<file path="config.mk">
export PLATFORM = sky130hd
export DESIGN_NAME = pc_redirect_arb_flat
export DESIGN_NICKNAME = d
export VERILOG_FILES = /design/src/rtl/pc_redirect_arb_if.sv /design/src/rtl/pc_redirect_arb.sv /design/src/flat_wrapper.sv
export SDC_FILE = /design/constraint.sdc
export NUM_CORES = 1
export LEC_CHECK = 0
export CORE_ASPECT_RATIO = 0.9
export CORE_MARGIN = 2
export CORE_UTILIZATION = 36
export DETAILED_ROUTE_END_ITERATION = 10
export PLACE_DENSITY = 0.75
export SETUP_SLACK_MARGIN = 0.2
export SYNTH_ARGS = -nofsm -noshare
export SYNTH_HDL_FRONTEND = slang
export SYNTH_SLANG_ARGS = --single-unit
</file>
<file path="constraint.sdc">
create_clock -name clk_i -period 3.25 [get_ports clk_i]
set_clock_uncertainty 0.1 [all_clocks]
set_input_delay 0.8125 -clock clk_i [delete_from_list [all_inputs] [get_ports clk_i]]
set_output_delay 0.8125 -clock clk_i [all_outputs]
set_load 0.05 [all_outputs]
</file>
<file path="src/rtl/pc_redirect_arb_if.sv">
// PFU PC write port between the redirect arbiter
// and the prefetch unit.
interface pc_redirect_arb_if #(
  parameter int C_XLEN = 32
);
  logic              pfu_pc_ready_i;
  logic              pfu_pc_wr_o;
  logic [C_XLEN-1:0] pfu_pc_o;

  modport master (
    input  pfu_pc_ready_i,
    output pfu_pc_wr_o,
    output pfu_pc_o
  );

  modport slave (
    output pfu_pc_ready_i,
    input  pfu_pc_wr_o,
    input  pfu_pc_o
  );
endinterface

</file>
<file path="src/rtl/pc_redirect_arb.sv">
// PC redirect arbiter: trap > irq > ret > jump onto one
// PFU write port. Optional macro: PC_REDIR_VECTORED_EN.
module pc_redirect_arb #(
  parameter int C_XLEN    = 32,
  parameter int C_CAUSE_W = 4
) (
  input  logic                 clk_i,
  input  logic                 reset_i,
  input  logic                 clk_en_i,
  input  logic                 trap_req_i,
  input  logic                 irq_req_i,
  input  logic [C_CAUSE_W-1:0] irq_cause_i,
  input  logic [C_XLEN-1:0]    trap_base_i,
  input  logic                 ret_req_i,
  input  logic [C_XLEN-1:0]    ret_addr_i,
  input  logic                 jump_req_i,
  input  logic [C_XLEN-1:0]    jump_addr_i,
  pc_redirect_arb_if.master    pfu,
  output logic                 trap_ack_o,
  output logic                 irq_ack_o,
  output logic                 ret_ack_o,
  output logic                 jump_ack_o,
  output logic                 flush_o,
  output logic                 busy_o
);

  localparam logic [0:0] S_IDLE = 1'b0;
  localparam logic [0:0] S_HOLD = 1'b1;

  localparam logic [1:0] P_TRAP = 2'd3;
  localparam logic [1:0] P_IRQ  = 2'd2;
  localparam logic [1:0] P_RET  = 2'd1;
  localparam logic [1:0] P_JUMP = 2'd0;

  logic [0:0]        state_q;
  logic [C_XLEN-1:0] hold_addr_q;
  logic [1:0]        hold_pri_q;

  logic [C_XLEN-1:0] base_addr;
  logic [C_XLEN-1:0] irq_addr;
  logic              cand_vld;
  logic [1:0]        cand_pri;
  logic [C_XLEN-1:0] cand_addr;
  logic              accept;
  logic              bypass;
  logic              held_wr;

  assign base_addr = {trap_base_i[C_XLEN-1:2], 2'b00};

`ifdef PC_REDIR_VECTORED_EN
  logic [C_XLEN-1:0] cause_off;
  assign cause_off = C_XLEN'(irq_cause_i) << 2;
  assign irq_addr  = (trap_base_i[1:0] == 2'b01) ?
                     base_addr + cause_off : base_addr;
`else
  logic unused_vec;
  assign unused_vec = ^{irq_cause_i, trap_base_i[1:0]};
  assign irq_addr   = base_addr;
`endif

  // Pick the highest-priority request this cycle.
  always_comb begin
    cand_vld  = 1'b1;
    cand_pri  = P_JUMP;
    cand_addr = jump_addr_i;
    priority case (1'b1)
      trap_req_i: begin
        cand_pri  = P_TRAP;
        cand_addr = base_addr;
      end
      irq_req_i: begin
        cand_pri  = P_IRQ;
        cand_addr = irq_addr;
      end
      ret_req_i: begin
        cand_pri  = P_RET;
        cand_addr = ret_addr_i;
      end
      jump_req_i: begin
        cand_pri  = P_JUMP;
        cand_addr = jump_addr_i;
      end
      default: cand_vld = 1'b0;
    endcase
  end

  // Accept, bypass and write-strobe decisions.
  always_comb begin
    accept  = 1'b0;
    held_wr = 1'b0;
    if (!reset_i && clk_en_i && cand_vld) begin
      if (state_q == S_IDLE)
        accept = 1'b1;
      else
        accept = (cand_pri > hold_pri_q);
    end
    bypass = accept & pfu.pfu_pc_ready_i;
    if (!reset_i && clk_en_i &&
        state_q == S_HOLD && !accept)
      held_wr = pfu.pfu_pc_ready_i;
  end

  assign pfu.pfu_pc_wr_o = bypass | held_wr;
  assign pfu.pfu_pc_o    = reset_i ? '0 :
                           bypass  ? cand_addr :
                                     hold_addr_q;

  assign trap_ack_o = accept & (cand_pri == P_TRAP);
  assign irq_ack_o  = accept & (cand_pri == P_IRQ);
  assign ret_ack_o  = accept & (cand_pri == P_RET);
  assign jump_ack_o = accept & (cand_pri == P_JUMP);
  assign flush_o    = accept;
  assign busy_o     = (state_q == S_HOLD);

  // Park unaccepted redirects; release on PFU ready.
  always_ff @(posedge clk_i or posedge reset_i) begin
    if (reset_i) begin
      state_q     <= S_IDLE;
      hold_addr_q <= '0;
      hold_pri_q  <= '0;
    end else if (clk_en_i) begin
      if (accept && !pfu.pfu_pc_ready_i) begin
        state_q     <= S_HOLD;
        hold_addr_q <= cand_addr;
        hold_pri_q  <= cand_pri;
      end else if (pfu.pfu_pc_ready_i) begin
        state_q <= S_IDLE;
      end
    end
  end

endmodule

</file>
<file path="src/flat_wrapper.sv">
// flat-port wrapper written by rule: the top's interface ports become plain ports
module pc_redirect_arb_flat 
#(
  parameter int C_XLEN    = 32,
  parameter int C_CAUSE_W = 4
)
  (clk_i, reset_i, clk_en_i, trap_req_i, irq_req_i, irq_cause_i, trap_base_i, ret_req_i, ret_addr_i, jump_req_i, jump_addr_i, trap_ack_o, irq_ack_o, ret_ack_o, jump_ack_o, flush_o, busy_o, pfu_pfu_pc_ready_i, pfu_pfu_pc_wr_o, pfu_pfu_pc_o);
  pc_redirect_arb_if #(.C_XLEN(C_XLEN)) pfu_i ();
  input  logic clk_i;
  input  logic reset_i;
  input  logic clk_en_i;
  input  logic trap_req_i;
  input  logic irq_req_i;
  input  logic [C_CAUSE_W-1:0] irq_cause_i;
  input  logic [C_XLEN-1:0] trap_base_i;
  input  logic ret_req_i;
  input  logic [C_XLEN-1:0] ret_addr_i;
  input  logic jump_req_i;
  input  logic [C_XLEN-1:0] jump_addr_i;
  output logic trap_ack_o;
  output logic irq_ack_o;
  output logic ret_ack_o;
  output logic jump_ack_o;
  output logic flush_o;
  output logic busy_o;
  input wire logic [$bits(pfu_i.pfu_pc_ready_i)-1:0] pfu_pfu_pc_ready_i;
  output wire logic [$bits(pfu_i.pfu_pc_wr_o)-1:0] pfu_pfu_pc_wr_o;
  output wire logic [$bits(pfu_i.pfu_pc_o)-1:0] pfu_pfu_pc_o;
  assign pfu_i.pfu_pc_ready_i = pfu_pfu_pc_ready_i;
  assign pfu_pfu_pc_wr_o = pfu_i.pfu_pc_wr_o;
  assign pfu_pfu_pc_o = pfu_i.pfu_pc_o;
  pc_redirect_arb #(.C_XLEN(C_XLEN), .C_CAUSE_W(C_CAUSE_W)) u_core (.clk_i(clk_i), .reset_i(reset_i), .clk_en_i(clk_en_i), .trap_req_i(trap_req_i), .irq_req_i(irq_req_i), .irq_cause_i(irq_cause_i), .trap_base_i(trap_base_i), .ret_req_i(ret_req_i), .ret_addr_i(ret_addr_i), .jump_req_i(jump_req_i), .jump_addr_i(jump_addr_i), .pfu(pfu_i), .trap_ack_o(trap_ack_o), .irq_ack_o(irq_ack_o), .ret_ack_o(ret_ack_o), .jump_ack_o(jump_ack_o), .flush_o(flush_o), .busy_o(busy_o));
endmodule
</file>
# After elaboration in Yosys (flattened, before gate mapping)

Index checks and enable logic that the tools add are counted.

Flip-flop bits (word level): 35
Bits in latches: 0
Bits in writable memories: 0
Bits in read-only memories: 0
Bits of input ports: 108
Output and inout port bits: 39
Word-level logic and storage cells: 42
Memories: 0

$add $sub $neg: 0
Multipliers: 0
Div/mod/pow operators: 0
Order comparisons: 1
Equal/unequal tests: 3
Shifts and indexed selects: 0
Mux-type cells: 17
Bitwise operators: 6
Reduce and logical (&&, ||, !) cells: 12

Operator list:

| operator                                            | count |
|---|---|
| 2-to-1 mux 32 bit                                   | 5 |
| 2-to-1 mux 1 bit                                    | 10 |
| AND 1 bit                                           | 5 |
| logical AND 1 bit                                   | 5 |
| equality test 2 bit, second input constant          | 2 |
| 2-to-1 mux 2 bit                                    | 2 |
| AND reduction 2 bit                                 | 2 |
| logical NOT 1 bit                                   | 3 |
| equality test 2 x 1 -> 1 bit, second input constant | 1 |
| greater-than comparator 2 bit                       | 1 |
| logical NOT 2 bit                                   | 1 |
| nonzero test 2 bit                                  | 1 |
| bitwise OR 1 bit                                    | 1 |

# Depth between registers and ports, before layout

Gate-level depths: netlist of the first run.

Depth in word-level cells: 10
Depth in mapped cells: 9
Mapped depth without buffers: 7

# Worst setup path after synthesis of the first run

Ideal clock, no wire load.

Kind: in2out
Start: input port ret_req_i
End: output port irq_ack_o
Data arrival time: 3.430 ns
Slack: -1.093 ns
Stages: 7
Path buffers: 2
Cells stage by stage: buf_6 buf_2 a21oi_1 ha_1 and3_1 a21o_1 nor4_1

Word-level cells in the longest chain between the ends: 7

Ends and longest elaborated chain:

| element                        | RTL line               | text |
|---|---|---|
| from (decl)                    | flat_wrapper.sv:16     | `input logic ret_req_i;` |
| 2-to-1 mux 1 bit               | pc_redirect_arb.sv:66  | `priority case (1'b1)` |
| 2-to-1 mux 2 bit (2 in series) | pc_redirect_arb.sv:66  |  |
| greater-than comparator 2 bit  | pc_redirect_arb.sv:95  | `accept = (cand_pri > hold_pri_q);` |
| 2-to-1 mux 1 bit               | pc_redirect_arb.sv:92  | `if (state_q == S_IDLE)` |
| 2-to-1 mux 1 bit               | pc_redirect_arb.sv:91  | `if (!reset_i && clk_en_i && cand_vld) begin` |
| AND 1 bit *                    | pc_redirect_arb.sv:109 | `assign irq_ack_o = accept & (cand_pri == P_IRQ);` |
| to (decl)                      | flat_wrapper.sv:21     | `output logic irq_ack_o;` |

Every way passes the cells marked *; elsewhere a longest branch is shown, timed or not.

# Worst setup path in the final report of the first run

Start: input port trap_req_i
End: output port pfu_pfu_pc_o[21]

Word-level cells in the longest chain between the ends: 7

Ends and longest elaborated chain:

| element                       | RTL line               | text |
|---|---|---|
| from (decl)                   | flat_wrapper.sv:12     | `input logic trap_req_i;` |
| 2-to-1 mux 2 bit              | pc_redirect_arb.sv:66  |  |
| via u_core.cand_pri[1]        | pc_redirect_arb.sv:42  | `logic [1:0] cand_pri;` |
| greater-than comparator 2 bit | pc_redirect_arb.sv:95  |  |
| 2-to-1 mux 1 bit              | pc_redirect_arb.sv:92  |  |
| 2-to-1 mux 1 bit              | pc_redirect_arb.sv:91  |  |
| AND 1 bit                     | pc_redirect_arb.sv:97  | `bypass = accept & pfu.pfu_pc_ready_i;` |
| 2-to-1 mux 32 bit             | pc_redirect_arb.sv:105 | `bypass ? cand_addr :` |
| 2-to-1 mux 32 bit             | pc_redirect_arb.sv:104 | `assign pfu.pfu_pc_o = reset_i ? '0 :` |
| to (decl)                     | flat_wrapper.sv:28     | `output wire logic [$bits(pfu_i.pfu_pc_o)-1:0] pfu_pfu_pc_o;` |

The timed path passes the listed nets, and every way through them passes these cells.

==> results of run 1 <==
state kept, by name, summed over array words and instances, names as in the netlist:
name	flops
u_core.hold_addr_q	32
u_core.hold_pri_q	2
u_core.busy_o	1
metrics by stage:
stage	worst slack (ps)	cells	util, %	setup TNS (ps)	instance area, µm²
2_1_floorplan	-114.3	286	-	-3132	3109
3_3_place_gp	-657.5	556	67.25	-30190	5049
3_5_place_dp	-673.0	556	67.25	-31420	5049
4_1_cts	-263.6	580	73.57	-5844	5523
5_1_grt	-356.0	586	75.35	-9857	5657
6_report	-314.8	586	75.35	-8419	5657
layout make-up:
class,count,area (µm²)
Timing Repair Buffer,215,2394
Sequential cell,35,875.8
Clock inverter,2,35.03
Clock buffer,6,82.58
Multi-Input combinational cell,215,2083
Fill cell,479,1851
Inverter,17,66.31
Tap cell,96,120.1
worst max-delay path, delay by kind of cell:
kind / cells / cell delay (ps)
adder cells (fa/ha/maj): 1 / 260
AO/OA/AOI/OAI: 1 / 150
AND/OR/NAND/NOR: 3 / 400
multiplexers: 1 / 310
buffers and inverters: 6 / 710
Yosys cell counts (2+ instances only):
| master | count | area share (%) |
|---|---|---|
| and3_1 | 3 | 0.68 |
| buf_2 | 3 | 0.54 |
| buf_6 | 6 | 2.4 |
| mux2_1 | 18 | 7.3 |
| nand2_1 | 25 | 3.4 |
| nor4_1 | 2 | 0.45 |
| mux2i_1 | 58 | 21 |
| o21ai_0 | 12 | 2.2 |
| dfrtp_1 | 35 | 32 |
| nor2b_1 | 21 | 4.7 |
| mux2_2 | 6 | 2.4 |
| ha_1 | 2 | 0.90 |
| a21oi_1 | 21 | 3.8 |
| nor2_1 | 23 | 3.1 |
| inv_1 | 17 | 2.3 |
| clkbuf_1 | 9 | 1.2 |
| mux2_4 | 16 | 8.7 |
power by group:
group          switching, W  internal (W)  total (W)
logic              0.000892       0.00101    0.00191
clock network      0.000163      0.000248   0.000411
registers          0.000103      0.000622   0.000725
kinds of logic after synthesis:
group | after synthesis | synth area share, %
adders and majority gates | 2 | 0.9044
buffers and inverters | 36 | 6.784
AOI/OAI and AO/OA | 34 | 6.242
DFF | 35 | 31.66
and+or+nand+nor | 81 | 14.97
muxes | 98 | 39.44
routing by layer:
layer	GRT usage (%)	up-vias
li1	-	1389
met4	7.554	0
met2	37.69	64
met5	0	-
met1	27.42	1377
met3	2.771	15
worst paths after layout:
kind	slack, ps	to	start	depth (start not counted)
max reg2reg	550	u_core.hold_addr_q[1]	u_core.hold_pri_q[1]	13
min in group asynchronous	870	u_core.hold_addr_q[6]	reset_i	4
min	410	u_core.hold_addr_q[12]	u_core.hold_addr_q[12]	1
min reg2reg	410	u_core.hold_addr_q[12]	u_core.hold_addr_q[12]	1
max	-310	pfu_pfu_pc_o[21]	trap_req_i	12
max in group asynchronous	1730	u_core.hold_addr_q[9]	reset_i	5
cells in the final DEF, fill, tap and decap left out, types with 19 or more instances in the layout:
cell type	count
nand2_1	25
buf_6	25
buf_4	57
a21oi_1	19
nor2_1	20
mux2i_1	44
mux2_4	36
nor2b_1	21
dfrtp_1	35
clkdlybuf4s50_1	98
buf_12	25
repair_timing:
action	CTS	global route
hold buffers	0	0
pin swaps	9	6
setup buffers	13	5
setup endpoints to repair	72	39
gates resized for setup	55	15
cloned	3	1
==> impl_metrics.env, run 1 <==
export IMPL_run_status="finished with violations"
export IMPL_violations="setup timing"
export IMPL_die_h_um=87.16
export IMPL_core_area_um2=7507
export IMPL_setup_viol=36
export IMPL_hold_viol=0
export IMPL_synth_nets=396
export IMPL_num_rows=30
export IMPL_top_layer="met4"
export IMPL_avgViaCountPerCell=4.855
export IMPL_async_reset_ff_share_pct=100.0
export IMPL_grt_pass1_vias=2827
export IMPL_tritoncts="yes"
export IMPL_fmax_mhz=280.5
export IMPL_drv_cap=0
export IMPL_cp_slowest_cell="mux2_4"
export IMPL_clockRootBuffer="clkbuf_8"
export IMPL_ioPinCount=147
export IMPL_power_w=0.003043
export IMPL_cts_made_buffers=5
export IMPL_clock_sinks=35
export IMPL_wl_met3_um=338
export IMPL_synth_top_flop_cell="dfrtp_1"
export IMPL_grt_remaining_overflow=0
export IMPL_initial_core_util_pct=36.85
export IMPL_cts_max_level=2
export IMPL_dr_pass1_iters=4
export IMPL_diodes=0
export IMPL_dp_hpwl_um=6334
export IMPL_syn_to_final_growth_pct=104.5
export IMPL_route_met2_wl_um=4917
export IMPL_slew_headroom_pct=60.30
export IMPL_hold_class="flop to flop"
export IMPL_wl_met1_um=3908
export IMPL_power_leakage_nw=2.573
export IMPL_ys_seq_area_share_pct=31.66
export IMPL_crit_type="primary input to output port"
export IMPL_p_per_area_nw_per_um2=538.0
export IMPL_worst_hold_slack_ps=405.1
export IMPL_dr_first_iter_drc_count=88
export IMPL_antenna_left=0
export IMPL_worstPathCellList="buf_12 -> nor2_4 -> inv_2 -> ha_4 -> and3_4 -> a21oi_4 -> nand3_4 -> buf_6 -> buf_6 -> buf_12 -> mux2_4 -> buf_8"
export IMPL_final_nets=599
export IMPL_ys_ff_latch=35
export IMPL_die_area_um2=8402
export IMPL_cp_end_kind="output port"
export IMPL_gp_congestion=0.7553
export IMPL_grt_use_total_pct=21.61
export IMPL_timing_final_ws_setup_ps=-314.8
export IMPL_tightestPinTransition_ps=595.4
export IMPL_start_kind="primary input"
export IMPL_synth_distinct_cells=26
export IMPL_period_share_pct=109.7
export IMPL_cp_data_arrival_time_ps=2650
export IMPL_final_layout_size_suffix_gt1_share_pct=41.02
export IMPL_via_count=2845
export IMPL_cp_max_fo=5
export IMPL_wl_per_cell_um=15.88
export IMPL_syn_avg_cell_area_um2=9.673
export IMPL_min_period_ps=3565
export IMPL_drt_wl_total_um=9307
export IMPL_antenna_found_initial=0
export IMPL_ir_drop_mv=0.4341
export IMPL_clockBufferDepth=2
export IMPL_synthCells=286
export IMPL_finalMaxSlewViolations=0
export IMPL_portBuffers=140
export IMPL_grt_max_degree=63
export IMPL_drc=0
export IMPL_cp_required_ps=2340
export IMPL_die_w_um=96.40
export IMPL_clock_latency_ps=290
export IMPL_syn_cell_area_um2=2766
export IMPL_grt_pass1_wl_um=13970
export IMPL_yosysWarningCount=0
export IMPL_crit_path_max_incr_delay_ps=310
export IMPL_synth_edf_count=0
export IMPL_clkTransAtPathRegs_ps=60
export IMPL_rsz0062_at_grt="true"
No activity file was read; power rests on OpenSTA's default activity.
==> run 2: changes to the inputs <==
- CORE_ASPECT_RATIO: 0.9 -> 1.4
- CORE_UTILIZATION: 36 -> 40
- PLACE_DENSITY: 0.75 -> 0.79
- clock period: 3.25 -> 3.4 ns (I/O delays scaled with it)
==> impl_metrics.env, run 2 (synthesis gave the netlist of run 1 again) <==
export IMPL_cp_end_kind="output port"
export IMPL_final_util_pct=81.54
export IMPL_r2r_start="u_core.hold_pri_q[1]"
export IMPL_dp_hpwl_um=6327
export IMPL_grt_remaining_overflow=0
export IMPL_drv_cap=0
export IMPL_dp_cells=549
export IMPL_antenna_found_initial=0
export IMPL_final_instance_count_excl_fill=568
export IMPL_rrSetupSlack_ps=750
export IMPL_cts_made_buffers=5
export IMPL_cp_data_arrival_time_ps=2620
export IMPL_cp_required_ps=2450
export IMPL_clock_latency_ps=280
export IMPL_crit_type="primary input to output port"
export IMPL_period_share_pct=104.9
export IMPL_run_status="finished with violations"
export IMPL_power_leakage_nw=2.460
export IMPL_power_w=0.002847
export IMPL_syn_to_final_growth_pct=96.20
export IMPL_fmax_mhz=280.5
export IMPL_gp_congestion=0.7393
export IMPL_setup_viol=35
export IMPL_n_fill_cell=406
export IMPL_start_kind="primary input"
export IMPL_swShare_pct=38.47
export IMPL_finalMaxSlewViolations=0
export IMPL_grt_pass1_vias=3115
export IMPL_ioPinCount=147
export IMPL_crit_path_frequent_cell="a21oi_4"
export IMPL_cp_slowest_cell="mux2_4"
export IMPL_worstPathCellList="buf_6 -> a21oi_4 -> ha_4 -> and3_4 -> a21oi_4 -> nand3_4 -> buf_12 -> mux2_4 -> buf_8"
export IMPL_p_clk_share_pct=13.9
export IMPL_place_area_um2=5020
export IMPL_p_per_area_nw_per_um2=524.5
export IMPL_ff2ff_path_depth=12
export IMPL_clockRootBuffer="clkbuf_8"
export IMPL_rsz0062_at_grt="true"
export IMPL_grt_max_degree=63
export IMPL_tightestPinTransition_ps=558.2
export IMPL_initial_core_util_pct=41.56
export IMPL_die_area_um2=7607
export IMPL_die_w_um=74.29
export IMPL_cts_max_level=2
export IMPL_drc=0
export IMPL_hold_class="flop to flop"
export IMPL_clock_sinks=35
export IMPL_layout_commonest_cell="clkdlybuf4s50_1"
export IMPL_dr_first_iter_drc_count=107
export IMPL_hp_start="u_core.hold_addr_q[1]"
export IMPL_dr_pass1_iters=4
export IMPL_min_to="u_core.hold_addr_q[1]"
export IMPL_p_seq_share_pct=24.4
export IMPL_via_count=2824
export IMPL_grt_use_total_pct=24.43
export IMPL_largest_register_ffs=32
export IMPL_die_h_um=102.4
export IMPL_p_int_w=0.001751
export IMPL_avgViaCountPerCell=4.972
export IMPL_timing_final_ws_setup_ps=-165.0
export IMPL_switching_power_w=0.001095
export IMPL_final_area_um2=5428
export IMPL_layout_common_cells="98 x clkdlybuf4s50_1, 51 x buf_4, 46 x mux2i_1"
export IMPL_cp_max_fo=7
export IMPL_slew_headroom_pct=62.40
export IMPL_worst_hold_slack_ps=405.2
export IMPL_tritoncts="yes"
export IMPL_hold_viol=0
export IMPL_grt_pass1_wl_um=14410
export IMPL_ir_drop_mv=0.3629
export IMPL_violations="setup timing"
export IMPL_reg2reg_to="u_core.hold_addr_q[27]"
export IMPL_antenna_left=0
export IMPL_final_nets=585
export IMPL_power_frac_comb_pct=61.7
export IMPL_min_period_ps=3565
export IMPL_diodes=0
export IMPL_wl_per_cell_um=15.67
export IMPL_holdPathStages=1
export IMPL_clkTransAtPathRegs_ps=80
export IMPL_final_layout_size_suffix_gt1_share_pct=38.66
export IMPL_portBuffers=140
export IMPL_top_register="u_core.hold_addr_q"
export IMPL_clockBufferDepth=2
export IMPL_num_rows=35
export IMPL_core_area_um2=6656
export IMPL_crit_path_max_incr_delay_ps=310
export IMPL_drt_wl_total_um=8903
export IMPL_postCtsHoldBufs=0
## run 2: worst max path at each step
| stage | from | end | slack [ps] | cells after the start |
|---|---|---|---|---|
| 3_3_place_gp | trap_req_i | pfu_pfu_pc_o[9] | -610 | 10 |
| 3_5_place_dp | trap_req_i | pfu_pfu_pc_o[6] | -630 | 10 |
| 2_1_floorplan | ret_req_i | ret_ack_o | -40 | 8 |
| 6_report | ret_req_i | pfu_pfu_pc_o[16] | -170 | 9 |
| 4_1_cts | irq_req_i | pfu_pfu_pc_o[16] | -170 | 10 |
| 5_1_grt | trap_req_i | pfu_pfu_pc_o[16] | -210 | 10 |
## run 2: power by group through the flow
stage               clock network, W  registers (W)  logic (W)
CTS                         0.000402       0.000684    0.00174
global placement                   0       0.000677    0.00158
floorplan                          0       0.000667    0.00106
detailed placement                 0       0.000689    0.00162
finish                      0.000396       0.000695    0.00176
global route                0.000417       0.000715    0.00185
## run 2: worst max-delay path, delay by kind of cell
| family | cells | cell delay (ps) |
|---|---|---|
| AOI/OAI and AO/OA | 2 | 320 |
| buffers and inverters | 3 | 490 |
| and+or+nand+nor | 2 | 410 |
| muxes | 1 | 310 |
| adders and majority gates | 1 | 220 |
## run 2: metrics by stage
step                setup TNS [ps]  worst slack [ps]
floorplan                   -660.1            -39.26
global placement            -24050            -608.2
detailed placement          -26300            -634.9
CTS                          -4033            -169.6
global route                 -5945            -213.7
finish                       -4001            -165.0
## run 2: per-layer routing
| layer | track usage [%] | vias up | wire length, µm |
|---|---|---|---|
| li1 | - | 1358 | - |
| met1 | 26.01 | 1337 | 3196 |
| met2 | 47.60 | 116 | 4985 |
| met3 | 6.410 | 13 | 658 |
| met4 | 4.533 | 0 | 63 |
| met5 | 0 | - | 0 |
## run 2: layout make-up
cell class | count | area, µm² | area share [%]
repair buffers | 201 | 2193 | 40.41
well taps | 92 | 115.1 | 2.121
clock buffers | 6 | 82.58 | 1.521
clock inverters | 2 | 35.03 | 0.6455
flip-flops and latches | 35 | 875.8 | 16.14
inverters | 17 | 66.31 | 1.222
multi-input cells | 215 | 2059 | 37.94
## run 2: repair_timing
item / in CTS / in global routing
setup endpoints to repair: 71 / 38
cloned: 2 / 0
setup buffers: 7 / 2
pin swaps: 9 / 6
gates resized for setup: 51 / 5
